--- src/rtl/parking_gate_ctrl_if.sv ---
// Car-park gate controller signal bundle: lane sensors and password entry
// from the lane hardware, barrier/status indications back from the controller.
interface parking_gate_ctrl_if #(
   parameter int unsigned PW_WIDTH = 4,
   parameter int unsigned CAPACITY = 8
);
   localparam int unsigned CW = $clog2(CAPACITY + 1);

   logic                sensor_entrance;
   logic                sensor_exit;
   logic                pw_valid;
   logic [PW_WIDTH-1:0] pw_data;
   logic                enter_open;
   logic                exit_open;
   logic                wrong_pw;
   logic                locked;
   logic                full;
   logic [CW-1:0]       occupancy;

   // Lane hardware / stimulus side
   modport master (
      output sensor_entrance, sensor_exit, pw_valid, pw_data,
      input  enter_open, exit_open, wrong_pw, locked, full, occupancy
   );

   // Controller side
   modport slave (
      input  sensor_entrance, sensor_exit, pw_valid, pw_data,
      output enter_open, exit_open, wrong_pw, locked, full, occupancy
   );
endinterface

--- src/rtl/parking_gate_ctrl.sv ---
// Car-park entry/exit controller. Entry lane is password gated with a timed
// lockout after repeated wrong passwords; exit lane runs independently.
// Occupancy is tracked with saturating guards and all outputs are registered.
module parking_gate_ctrl #(
   parameter int unsigned          PW_WIDTH       = 4,
   parameter logic [PW_WIDTH-1:0]  PASSWORD       = 4'hA,
   parameter int unsigned          MAX_TRIES      = 3,
   parameter int unsigned          CAPACITY       = 8,
   parameter int unsigned          LOCKOUT_CYCLES = 16
) (
   input  logic                  clk,
   input  logic                  reset_n,
   parking_gate_ctrl_if.slave    bus
);
   localparam int unsigned CW = $clog2(CAPACITY + 1);
   localparam int unsigned TW = $clog2(MAX_TRIES + 1);
   localparam int unsigned LW = $clog2(LOCKOUT_CYCLES + 1);

   localparam logic [CW-1:0] CAP_VAL    = CW'(CAPACITY);
   localparam logic [TW-1:0] TRIES_LAST = TW'(MAX_TRIES - 1);
   localparam logic [LW-1:0] LOCK_LOAD  = LW'(LOCKOUT_CYCLES - 1);

   typedef enum logic [1:0] {
      ST_IDLE,
      ST_WAIT_PW,
      ST_OPEN,
      ST_LOCKOUT
   } state_t;

   state_t          r_state;
   state_t          w_state_nxt;
   logic [TW-1:0]   r_tries;
   logic [TW-1:0]   w_tries_nxt;
   logic [LW-1:0]   r_lock_cnt;
   logic [LW-1:0]   w_lock_cnt_nxt;
   logic [CW-1:0]   r_occ;
   logic [CW-1:0]   w_occ_nxt;

   logic            r_enter_open;
   logic            r_exit_open;
   logic            r_wrong_pw;
   logic            r_locked;
   logic            r_full;

   logic            w_wrong_nxt;
   logic            w_entry_done;
   logic            w_exit_done;
   logic            w_exit_open_nxt;
   logic            w_inc;
   logic            w_dec;

   // Entry lane next-state, try counter and lockout timer
   always_comb begin
      w_state_nxt    = r_state;
      w_tries_nxt    = r_tries;
      w_lock_cnt_nxt = r_lock_cnt;
      w_wrong_nxt    = 1'b0;
      w_entry_done   = 1'b0;
      case (r_state)
         ST_IDLE: begin
            if (bus.sensor_entrance && !r_full)
               w_state_nxt = ST_WAIT_PW;
         end
         ST_WAIT_PW: begin
            if (!bus.sensor_entrance) begin
               w_state_nxt = ST_IDLE;
               w_tries_nxt = '0;
            end else if (bus.pw_valid) begin
               if (bus.pw_data == PASSWORD) begin
                  w_state_nxt = ST_OPEN;
                  w_tries_nxt = '0;
               end else begin
                  w_wrong_nxt = 1'b1;
                  w_tries_nxt = r_tries + 1'b1;
                  if (r_tries == TRIES_LAST) begin
                     w_state_nxt    = ST_LOCKOUT;
                     w_lock_cnt_nxt = LOCK_LOAD;
                  end
               end
            end
         end
         ST_OPEN: begin
            if (!bus.sensor_entrance) begin
               w_entry_done = 1'b1;
               w_state_nxt  = ST_IDLE;
            end
         end
         ST_LOCKOUT: begin
            // Counter is loaded with LOCKOUT_CYCLES-1 so the zero check
            // leaves after exactly LOCKOUT_CYCLES cycles in this state.
            if (r_lock_cnt == '0) begin
               w_state_nxt = ST_IDLE;
               w_tries_nxt = '0;
            end else begin
               w_lock_cnt_nxt = r_lock_cnt - 1'b1;
            end
         end
         default: begin
            w_state_nxt = ST_IDLE;
            w_tries_nxt = '0;
         end
      endcase
   end

   // Exit barrier: opens on a car while occupied, closes when the car has gone
   always_comb begin
      w_exit_open_nxt = r_exit_open;
      w_exit_done     = 1'b0;
      if (!r_exit_open) begin
         if (bus.sensor_exit && (r_occ != '0))
            w_exit_open_nxt = 1'b1;
      end else if (!bus.sensor_exit) begin
         w_exit_open_nxt = 1'b0;
         w_exit_done     = 1'b1;
      end
   end

   // Occupancy update with saturation guards; simultaneous entry/exit cancel
   always_comb begin
      w_inc     = w_entry_done && (r_occ != CAP_VAL);
      w_dec     = w_exit_done && (r_occ != '0);
      w_occ_nxt = r_occ;
      if (w_inc && !w_dec)
         w_occ_nxt = r_occ + 1'b1;
      else if (w_dec && !w_inc)
         w_occ_nxt = r_occ - 1'b1;
   end

   // State and registered outputs, all cleared by asynchronous reset
   always_ff @(posedge clk or negedge reset_n) begin
      if (!reset_n) begin
         r_state      <= ST_IDLE;
         r_tries      <= '0;
         r_lock_cnt   <= '0;
         r_occ        <= '0;
         r_enter_open <= 1'b0;
         r_exit_open  <= 1'b0;
         r_wrong_pw   <= 1'b0;
         r_locked     <= 1'b0;
         r_full       <= 1'b0;
      end else begin
         r_state      <= w_state_nxt;
         r_tries      <= w_tries_nxt;
         r_lock_cnt   <= w_lock_cnt_nxt;
         r_occ        <= w_occ_nxt;
         r_enter_open <= (w_state_nxt == ST_OPEN);
         r_exit_open  <= w_exit_open_nxt;
         r_wrong_pw   <= w_wrong_nxt;
         r_locked     <= (w_state_nxt == ST_LOCKOUT);
         r_full       <= (w_occ_nxt == CAP_VAL);
      end
   end

   assign bus.enter_open = r_enter_open;
   assign bus.exit_open  = r_exit_open;
   assign bus.wrong_pw   = r_wrong_pw;
   assign bus.locked     = r_locked;
   assign bus.full       = r_full;
   assign bus.occupancy  = r_occ;

endmodule

--- src/flat_wrapper.sv ---
// flat-port wrapper written by rule: the top's interface ports become plain ports
module parking_gate_ctrl_flat 
#(
   parameter int unsigned          PW_WIDTH       = 4,
   parameter logic [PW_WIDTH-1:0]  PASSWORD       = 4'hA,
   parameter int unsigned          MAX_TRIES      = 3,
   parameter int unsigned          CAPACITY       = 8,
   parameter int unsigned          LOCKOUT_CYCLES = 16
)
  (clk, reset_n, bus_sensor_entrance, bus_sensor_exit, bus_pw_valid, bus_pw_data, bus_enter_open, bus_exit_open, bus_wrong_pw, bus_locked, bus_full, bus_occupancy);
  parking_gate_ctrl_if #(.PW_WIDTH(PW_WIDTH), .CAPACITY(CAPACITY)) bus_i ();
  input  logic clk;
  input  logic reset_n;
  input wire logic [$bits(bus_i.sensor_entrance)-1:0] bus_sensor_entrance;
  input wire logic [$bits(bus_i.sensor_exit)-1:0] bus_sensor_exit;
  input wire logic [$bits(bus_i.pw_valid)-1:0] bus_pw_valid;
  input wire logic [$bits(bus_i.pw_data)-1:0] bus_pw_data;
  output wire logic [$bits(bus_i.enter_open)-1:0] bus_enter_open;
  output wire logic [$bits(bus_i.exit_open)-1:0] bus_exit_open;
  output wire logic [$bits(bus_i.wrong_pw)-1:0] bus_wrong_pw;
  output wire logic [$bits(bus_i.locked)-1:0] bus_locked;
  output wire logic [$bits(bus_i.full)-1:0] bus_full;
  output wire logic [$bits(bus_i.occupancy)-1:0] bus_occupancy;
  assign bus_i.sensor_entrance = bus_sensor_entrance;
  assign bus_i.sensor_exit = bus_sensor_exit;
  assign bus_i.pw_valid = bus_pw_valid;
  assign bus_i.pw_data = bus_pw_data;
  assign bus_enter_open = bus_i.enter_open;
  assign bus_exit_open = bus_i.exit_open;
  assign bus_wrong_pw = bus_i.wrong_pw;
  assign bus_locked = bus_i.locked;
  assign bus_full = bus_i.full;
  assign bus_occupancy = bus_i.occupancy;
  parking_gate_ctrl #(.PW_WIDTH(PW_WIDTH), .PASSWORD(PASSWORD), .MAX_TRIES(MAX_TRIES), .CAPACITY(CAPACITY), .LOCKOUT_CYCLES(LOCKOUT_CYCLES)) u_core (.clk(clk), .reset_n(reset_n), .bus(bus_i));
endmodule
--- config.mk ---
export PLATFORM = sky130hd
export DESIGN_NAME = parking_gate_ctrl_flat
export DESIGN_NICKNAME = d
export VERILOG_FILES = /design/src/rtl/parking_gate_ctrl_if.sv /design/src/rtl/parking_gate_ctrl.sv /design/src/flat_wrapper.sv
export SDC_FILE = /design/constraint.sdc
export NUM_CORES = 1
export LEC_CHECK = 0
export CAP_MARGIN = 5
export CORE_UTILIZATION = 45
export CTS_CLUSTER_SIZE = 14
export DETAILED_ROUTE_END_ITERATION = 8
export HOLD_SLACK_MARGIN = 0.15
export PLACE_DENSITY = 0.74
export SLEW_MARGIN = 20
export SYNTH_ARGS = -nofsm -noshare
export SYNTH_HDL_FRONTEND = slang
export SYNTH_SLANG_ARGS = --single-unit
export TNS_END_PERCENT = 100
--- constraint.sdc ---
create_clock -name clk -period 6 [get_ports clk]
set_clock_uncertainty 0.2 [all_clocks]
set_input_delay 0.9 -clock clk [delete_from_list [all_inputs] [get_ports clk]]
set_output_delay 0.9 -clock clk [all_outputs]
set_load 0.05 [all_outputs]
==> flow_metrics.env, run 1 <==
export IMPL_drtIter0Drc=13
export IMPL_die_w_microns=48.6
export IMPL_ys_seq_area_share_pct=46.1
export IMPL_drc=0
export IMPL_start_kind="primary input"
export IMPL_io_buffers=17
export IMPL_synth_flop_cell="dfrtp_1"
export IMPL_drt_first_pass_iters=4
export IMPL_irDropWorstVdd_uv=311
export IMPL_finalWirelength_mm=1.82
export IMPL_dieArea_sq_um=2360
export IMPL_r2r_end="u_core.bus.full"
export IMPL_synth_area_per_cell_sq_um=10.1
export IMPL_syn_cell_area_sq_um=977
export IMPL_cp_max_fo=5
export IMPL_hold_buffers=0
export IMPL_grt_max_degree=19
export IMPL_hold_violations=0
export IMPL_globalplace_congestion=0.804
export IMPL_antenna_found_initial=0
export IMPL_max_slew_margin_pct=48.0
export IMPL_crit_start="bus_pw_data[3]"
export IMPL_cts_setup_buffers=0
export IMPL_cts_root_buf="clkbuf_4"
export IMPL_period_share_pct=46.2
export IMPL_regToRegSetupSlack_ns=3.55
export IMPL_status="finished clean"
export IMPL_yosys_top_cells_count="dfrtp_1, inv_1, nor3_1, o21ai_0"
export IMPL_layout_nets=131
export IMPL_r2r_cells=7
export IMPL_cts_resized=0
export IMPL_cts_tree="yes"
export IMPL_maxSlewViolCount=0
export IMPL_rsz0062_at_grt="false"
export IMPL_viasPerCell=5.31
export IMPL_synth_most_common_cell="dfrtp_1"
export IMPL_wl_per_cell_microns=12.8
export IMPL_clk_latency_ns=0.29
export IMPL_synthArstFlopShare_pct=100
export IMPL_clock_path_buffers=2
export IMPL_ys_types=35
export IMPL_synth_cells=97
export IMPL_leakage_nw=0.522
export IMPL_yosysTopAreaCellShare_pct=46.1
export IMPL_grt_overflow=0
export IMPL_r2r_start="u_core.bus.occupancy[0]"
export IMPL_postRouteAntennaNets=0
export IMPL_ys_ff_latch=18
export IMPL_yosysTopAreaCell="dfrtp_1"
export IMPL_htreeDepth=1
export IMPL_rows=16
export IMPL_fmax_mhz=361
export IMPL_yosysWarnings=0
export IMPL_setup_violations=0
export IMPL_synth_area_leaders="dfrtp_1, ha_1, inv_1"
export IMPL_power_total_mw=0.499
export IMPL_crit_type="in -> reg"
export IMPL_clk_pin_slew_ns=0.09
export IMPL_pin_count=18
export IMPL_fp_coreArea_sq_um=2000
export IMPL_drive_above_1_share_pct=13.8
export IMPL_p_per_area_nw_per_um2=418
export IMPL_syn_to_final_growth_pct=22.0
export IMPL_synth_edf_count=0
export IMPL_arrival_ns=2.76
export IMPL_cts_sinks=18
export IMPL_synth_fp_nets=110
export IMPL_grt_pass1_vias=771
export IMPL_numCtsBuffers=3
export IMPL_diodes=0
export IMPL_max_cap_violations=0
export IMPL_worstSetupEndpointType="register"
export IMPL_worst_slew_pin_slew_ns=0.778
export IMPL_grt_pass1_wl_mm=3.28
export IMPL_fin_setup_tns_ns=0
export IMPL_fin_crit_ns=2.77
export IMPL_vias=760
export IMPL_crit_required_ns=5.98
export IMPL_setup_worst_path_end="u_core.r_lock_cnt[1]"
export IMPL_dp_hpwl_mm=1.36
export IMPL_start_util_pct=48.8
export IMPL_track_usage_pct=17.8
export IMPL_hp_class="reg -> reg"
export IMPL_die_y_microns=48.6
per-stage QoR:
stage / hold WS [ns] / setup WS [ns] / util, % / instances / area (sq um)
6_report: 0.294 / 3.23 / 59.6 / 143 / 1190
5_1_grt: 0.313 / 3.07 / 59.6 / 143 / 1190
4_1_cts: 0.296 / 3.24 / 59.6 / 143 / 1190
3_5_place_dp: 0.276 / 2.93 / 58.4 / 140 / 1170
3_3_place_gp: 0.270 / 3.00 / 58.4 / 140 / 1170
2_1_floorplan: 0.253 / 3.49 / - / 97 / 977
worst min path at each step:
stage | start | end | slack, ns | cells after the start
after floorplan | u_core.r_tries[1] | u_core.r_tries[1] | 0.25 | 2
after global placement | u_core.r_tries[1] | u_core.r_tries[1] | 0.27 | 2
after detailed placement | u_core.r_lock_cnt[4] | u_core.r_lock_cnt[4] | 0.28 | 1
after CTS | u_core.r_tries[0] | u_core.r_tries[0] | 0.30 | 1
after global routing | u_core.r_tries[0] | u_core.r_tries[0] | 0.31 | 1
final | u_core.r_tries[0] | u_core.r_tries[0] | 0.29 | 1
critical path: stages:
cell             delay [ns]
clkdlybuf4s50_1        0.45
nor4bb_1               0.43
a31oi_1                0.20
a21oi_1                0.39
mux2_2                 0.38
sequential cells by signal (all words and copies together) (netlist names):
| name | cells |
|---|---|
| u_core.r_lock_cnt | 5 |
| u_core.r_tries | 2 |
| u_core.bus.wrong_pw | 1 |
| u_core.bus.occupancy | 4 |
| u_core.bus.enter_open | 1 |
| u_core.bus.full | 1 |
| u_core.bus.locked | 1 |
| u_core.bus.exit_open | 1 |
| u_core.r_state | 2 |
power by group:
group / switching (mW) / leakage (nW) / internal (mW) / total (mW)
logic: 0.147 / 0.287 / 0.103 / 0.250
clock network: 0.0339 / 0.0138 / 0.0233 / 0.0573
registers: 0.0376 / 0.221 / 0.154 / 0.191
total: 0.219 / 0.522 / 0.280 / 0.499
routing by layer:
layer | vias up | part of all wire [%] | GRT usage (%)
li1 | 373 | - | -
met1 | 367 | 48 | 23.0
met2 | 18 | 46 | 30.1
met3 | 2 | 4.8 | 4.09
met4 | 0 | 0.88 | 4.41
met5 | - | 0 | 0
area by class of cell:
class                           instances  area [sq um]
Clock buffer                            3          22.5
Fill cell                             180           810
Inverter                               12          45.0
Multi-Input combinational cell         66           470
Sequential cell                        18           450
Tap cell                               27          33.8
Timing Repair Buffer                   17           170
kinds of logic (layout without fill, tap and decap cells):
family | Yosys count | count (layout) | synth area share [%]
AO/OA/AOI/OAI | 20 | 20 | 13.8
buffers and inverters | 13 | 32 | 5.76
AND/OR/NAND/NOR | 36 | 36 | 23.4
adder cells (fa/ha/maj) | 5 | 5 | 6.15
flip-flops | 18 | 18 | 46.1
XOR/XNOR | 4 | 4 | 3.58
multiplexers | 1 | 1 | 1.15
cells in the final DEF (no fill, tap or decap), drive strengths merged, types with 3 or more instances in the layout:
cell type | synthesis | routed
clkbuf | 0 | 3
nand3 | 4 | 4
or2 | 3 | 3
xnor2 | 4 | 4
a31oi | 3 | 3
ha | 4 | 4
clkdlybuf4s50 | 0 | 17
a21oi | 4 | 4
nand2 | 4 | 4
nor3 | 5 | 5
nor2 | 4 | 4
inv | 12 | 12
o21ai | 5 | 5
dfrtp | 18 | 18
(Power assumes the default switching activity.)
==> inputs of run 2 (changes only) <==
==> constraint.sdc (replaced) <==
create_clock -name clk -period 2.75 [get_ports clk]
set_clock_uncertainty 0.2 [all_clocks]
set_input_delay 0.4125 -clock clk [delete_from_list [all_inputs] [get_ports clk]]
set_output_delay 0.4125 -clock clk [all_outputs]
set_load 0.05 [all_outputs]
==> flow_metrics.env, run 2 (synthesis gave the netlist of run 1 again) <==
export IMPL_seqCellArea_sq_um=450
export IMPL_dp_hpwl_mm=1.33
export IMPL_setup_violations=0
export IMPL_irDropWorstVdd_uv=653
export IMPL_fmax_mhz=411
export IMPL_fp_coreArea_sq_um=2000
export IMPL_drt_first_pass_iters=4
export IMPL_die_w_microns=48.6
export IMPL_dr_wl_met2_microns=794
export IMPL_utilization_pct=60.3
export IMPL_worst_slew_pin_slew_ns=0.766
export IMPL_max_slew_margin_pct=48.8
export IMPL_clk_latency_ns=0.29
export IMPL_min_path_cells=1
export IMPL_hold_violations=0
export IMPL_leakage_nw=0.529
export IMPL_cts_setup_buffers=0
export IMPL_vias=739
export IMPL_mostFrequentLayoutCell="dfrtp_1"
export IMPL_status="finished clean"
export IMPL_crit_required_ns=2.73
export IMPL_dr_wl_met3_microns=69
export IMPL_fin_crit_ns=2.44
export IMPL_drc=0
export IMPL_path_cells="inv_1 > ha_1 > or3b_2 > and2_1 > maj3_1 > o22ai_2 > nor4b_2"
export IMPL_finalWirelength_mm=1.79
export IMPL_hold_buffers=0
export IMPL_cts_tree="yes"
export IMPL_switching_share_pct=42.9
export IMPL_worstSetupEndpointType="register"
export IMPL_viasPerCell=5.13
export IMPL_grt_pass1_wl_mm=3.33
export IMPL_postRouteAntennaNets=0
export IMPL_regToRegSetupSlack_ns=0.31
export IMPL_crit_slowest_cell="or3b_2"
export IMPL_dieArea_sq_um=2360
export IMPL_grt_pass1_vias=766
export IMPL_p_clk_share_pct=14.2
export IMPL_r2r_end="u_core.bus.full"
export IMPL_period_share_pct=88.6
export IMPL_htreeDepth=1
export IMPL_multi_input_area_sq_um=470
export IMPL_fillers=163
export IMPL_grt_overflow=0
export IMPL_crit_type="reg -> reg"
export IMPL_antenna_found_initial=0
export IMPL_start_kind="register"
export IMPL_pin_count=18
export IMPL_die_y_microns=48.6
export IMPL_diodes=0
export IMPL_cpPeakStageDelay_ns=0.48
export IMPL_max_cap_violations=0
export IMPL_rows=16
export IMPL_largest_reg_flops=5
export IMPL_hp_class="reg -> reg"
export IMPL_hp_start="u_core.r_tries[0]"
export IMPL_syn_to_final_growth_pct=23.4
export IMPL_internal_power_mw=0.641
export IMPL_arrival_ns=2.42
export IMPL_top_layer_used="met4"
export IMPL_clock_path_buffers=2
export IMPL_regMostFlops="u_core.r_lock_cnt"
export IMPL_maxSlewViolCount=0
export IMPL_globalplace_congestion=0.804
export IMPL_drtIter0Drc=8
export IMPL_r2r_cells=7
export IMPL_worst_path_buf_inv=1
export IMPL_r2r_start="u_core.bus.occupancy[1]"
export IMPL_final_cell_mix="dfrtp_1, clkdlybuf4s50_1, inv_1"
export IMPL_pwr_share_seq_pct=36.9
export IMPL_wl_met1_microns=909
export IMPL_cp_max_fo=6
export IMPL_p_comb_share_pct=48.9
export IMPL_track_usage_pct=18.3
export IMPL_p_per_area_nw_per_um2=930
export IMPL_cts_sinks=18
export IMPL_cts_root_buf="clkbuf_4"
export IMPL_min_to="u_core.r_tries[0]"
export IMPL_fin_setup_tns_ns=0
export IMPL_grt_max_degree=19
export IMPL_cpLargestDelayFamily="simple AND/OR/NAND/NOR gates"
export IMPL_start_util_pct=48.8
export IMPL_wl_per_cell_microns=12.4
export IMPL_io_buffers=17
export IMPL_layout_nets=131
export IMPL_rsz0062_at_grt="false"
export IMPL_cts_resized=0
export IMPL_drive_above_1_share_pct=14.5
export IMPL_clk_pin_slew_ns=0.10
export IMPL_p_switching_mw=0.481
export IMPL_numCtsBuffers=3
## run 2: cell count changes in the layout (fill, tap and decap cells not counted)
cell      before  now
clkbuf_8       0    1
## run 2: cell type report
class,count,share of cell area [%]
clock buffers,4,3.01
inverters,12,3.73
multi-input cells,66,39.0
flip-flops and latches,18,37.3
well taps,27,2.80
repair buffers,17,14.1
## run 2: how the worst max path moves through the flow
stage | from | endpoint | slack (ns) | cells past startpoint
global placement | bus_pw_data[3] | u_core.r_lock_cnt[1] | 0.24 | 5
finish | u_core.bus.occupancy[1] | u_core.bus.full | 0.31 | 7
detailed placement | bus_pw_data[3] | u_core.r_lock_cnt[1] | 0.17 | 5
CTS | u_core.bus.occupancy[1] | u_core.bus.full | 0.33 | 7
floorplan | u_core.bus.occupancy[0] | u_core.bus.full | 0.24 | 7
global route | u_core.bus.occupancy[1] | u_core.bus.full | 0.22 | 7
## run 2: metrics by stage
stage          setup WS [ns]  hold WS, ns  instance area [sq um]  instances  power, mW
2_1_floorplan          0.237      -0.0831                    977         97      0.813
3_3_place_gp           0.240        0.270                   1170        140      0.951
3_5_place_dp           0.171        0.280                   1170        140      0.964
4_1_cts                0.330        0.294                   1210        144       1.13
5_1_grt                0.219        0.315                   1210        144       1.21
6_report               0.314        0.296                   1210        144       1.12
## run 2: power groups by stage
stage	logic [mW]	registers, mW	clock network (mW)
5_1_grt	0.604	0.426	0.178
3_3_place_gp	0.533	0.418	0
3_5_place_dp	0.546	0.418	0
4_1_cts	0.549	0.413	0.164
2_1_floorplan	0.277	0.537	0
6_report	0.549	0.414	0.159
## run 2: metal layers
metal,GRT usage (%),vias up
li1,-,376
met4,7.35,0
met2,28.2,15
met5,0,-
met1,24.8,346
met3,4.09,2
==> inputs of run 3 (changes only) <==
--- a/config.mk
+++ b/config.mk
@@ -6,11 +6,14 @@
 export NUM_CORES = 1
 export LEC_CHECK = 0
 export CAP_MARGIN = 5
-export CORE_UTILIZATION = 45
+export CELL_PAD_IN_SITES_DETAIL_PLACEMENT = 0
+export CELL_PAD_IN_SITES_GLOBAL_PLACEMENT = 1
+export CORE_ASPECT_RATIO = 1.75
+export CORE_UTILIZATION = 39
 export CTS_CLUSTER_SIZE = 14
 export DETAILED_ROUTE_END_ITERATION = 8
 export HOLD_SLACK_MARGIN = 0.15
-export PLACE_DENSITY = 0.74
+export PLACE_DENSITY = 0.81
 export SLEW_MARGIN = 20
 export SYNTH_ARGS = -nofsm -noshare
 export SYNTH_HDL_FRONTEND = slang
==> flow_metrics.env, run 3 (synthesis gave the netlist of run 1 again) <==
export IMPL_p_per_area_nw_per_um2=964
export IMPL_dieArea_sq_um=2720
export IMPL_grt_overflow=0
export IMPL_switching_share_pct=41.8
export IMPL_final_cell_mix="dfrtp_1, clkdlybuf4s50_1, inv_1"
export IMPL_crit_required_ns=2.68
export IMPL_fmax_mhz=409
export IMPL_die_y_microns=68.2
export IMPL_dpl_instance_area_sq_um=1170
export IMPL_regToRegSetupSlack_ns=0.30
export IMPL_globalplace_congestion=0.723
export IMPL_grt_pass1_vias=719
export IMPL_syn_to_final_growth_pct=25.9
export IMPL_track_usage_pct=17.5
export IMPL_diodes=0
export IMPL_fin_setup_tns_ns=0
export IMPL_p_switching_mw=0.495
export IMPL_r2r_start="u_core.bus.occupancy[1]"
export IMPL_pwr_share_seq_pct=35.4
export IMPL_drive_above_1_share_pct=15.3
export IMPL_antenna_found_initial=0
export IMPL_crit_start="u_core.bus.occupancy[1]"
export IMPL_rows=23
export IMPL_cts_setup_buffers=0
export IMPL_layout_nets=132
export IMPL_arrival_ns=2.37
export IMPL_max_slew_margin_pct=48.4
export IMPL_rsz0062_at_grt="false"
export IMPL_drc=0
export IMPL_dp_hpwl_mm=1.60
export IMPL_cts_resized=0
export IMPL_p_clk_share_pct=17.5
export IMPL_clk_latency_ns=0.25
export IMPL_fin_crit_ns=2.45
export IMPL_fp_coreArea_sq_um=2330
export IMPL_maxSlewViolCount=0
export IMPL_htreeDepth=1
export IMPL_regMostFlops="u_core.r_lock_cnt"
export IMPL_largest_reg_flops=5
export IMPL_p_comb_share_pct=47.0
export IMPL_hp_start="u_core.r_tries[0]"
export IMPL_final_area_sq_um=1230
export IMPL_io_buffers=17
export IMPL_grt_max_degree=19
export IMPL_start_kind="register"
export IMPL_hp_class="reg -> reg"
export IMPL_worst_slew_pin_slew_ns=0.771
export IMPL_clock_path_buffers=2
export IMPL_status="finished clean"
export IMPL_crit_type="reg -> reg"
export IMPL_setup_violations=0
export IMPL_finalWirelength_mm=1.98
export IMPL_period_share_pct=88.9
export IMPL_drtIter0Drc=10
export IMPL_cts_root_buf="clkbuf_8"
export IMPL_irDropWorstVdd_uv=574
export IMPL_leakage_nw=0.542
export IMPL_wl_per_cell_microns=13.8
export IMPL_hold_buffers=0
export IMPL_grt_pass1_wl_mm=3.09
export IMPL_start_util_pct=41.9
export IMPL_die_w_microns=39.8
export IMPL_hold_violations=0
export IMPL_cts_tree="yes"
export IMPL_internal_power_mw=0.690
export IMPL_mostFrequentLayoutCell="dfrtp_1"
export IMPL_vias=765
export IMPL_max_cap_violations=0
export IMPL_viasPerCell=5.35
export IMPL_worstSetupEndpointType="register"
export IMPL_clk_pin_slew_ns=0.06
export IMPL_cts_sinks=18
export IMPL_cp_max_fo=6
export IMPL_numCtsBuffers=3
export IMPL_postRouteAntennaNets=0
export IMPL_pin_count=18
export IMPL_drt_first_pass_iters=4
==> run 3: area by class of cell <==
cell class                 instances  area, sq um
fill                             224         1100
multi-input combinational         66          470
sequential                        18          450
timing repair buffer              18          178
clock buffer                       4         55.1
inverter                          12         45.0
tap                               25         31.3
==> run 3: path summary, 6_finish.rpt <==
check	endpoint	depth (start not counted)
hold / removal	u_core.r_tries[0]	1
setup reg to reg	u_core.bus.full	7
setup / recovery	u_core.bus.full	7
max in group asynchronous	u_core.bus.locked	1
hold reg to reg	u_core.r_tries[0]	1
min in group asynchronous	u_core.r_tries[1]	1
==> run 3: per-layer routing <==
layer | up-vias | track usage (%) | wire [microns]
met1 | 363 | 17.4 | 783
met5 | - | 0 | 0
met2 | 18 | 31.1 | 1060
met3 | 5 | 3.90 | 86
li1 | 379 | - | -
met4 | 0 | 10.3 | 48
==> run 3: stage by stage <==
stage / hold WS [ns] / std cells / worst slack, ns / util [%] / total power [mW]
after floorplan: -0.0831 / 97 / 0.237 / - / 0.813
after global placement: 0.267 / 139 / 0.267 / 50.4 / 0.967
after detailed placement: 0.287 / 139 / 0.190 / 50.4 / 0.987
after CTS: 0.298 / 143 / 0.281 / 52.8 / 1.20
after global routing: 0.312 / 143 / 0.165 / 52.8 / 1.27
final: 0.297 / 143 / 0.305 / 52.8 / 1.19
==> run 3: worst max-delay path, cell delays in order (launching register included) <==
cell	delay [ns]
dfrtp_1	0.45
inv_1	0.11
ha_1	0.21
or3b_2	0.48
and2_1	0.22
maj3_1	0.37
o22ai_2	0.21
nor4b_2	0.07
==> run 3: power by group through the flow <==
stage / clock network (mW) / logic [mW] / registers [mW]
after floorplan: 0 / 0.277 / 0.537
after global placement: 0 / 0.547 / 0.420
after detailed placement: 0 / 0.564 / 0.423
after CTS: 0.217 / 0.567 / 0.419
after global routing: 0.229 / 0.608 / 0.429
final: 0.208 / 0.557 / 0.420
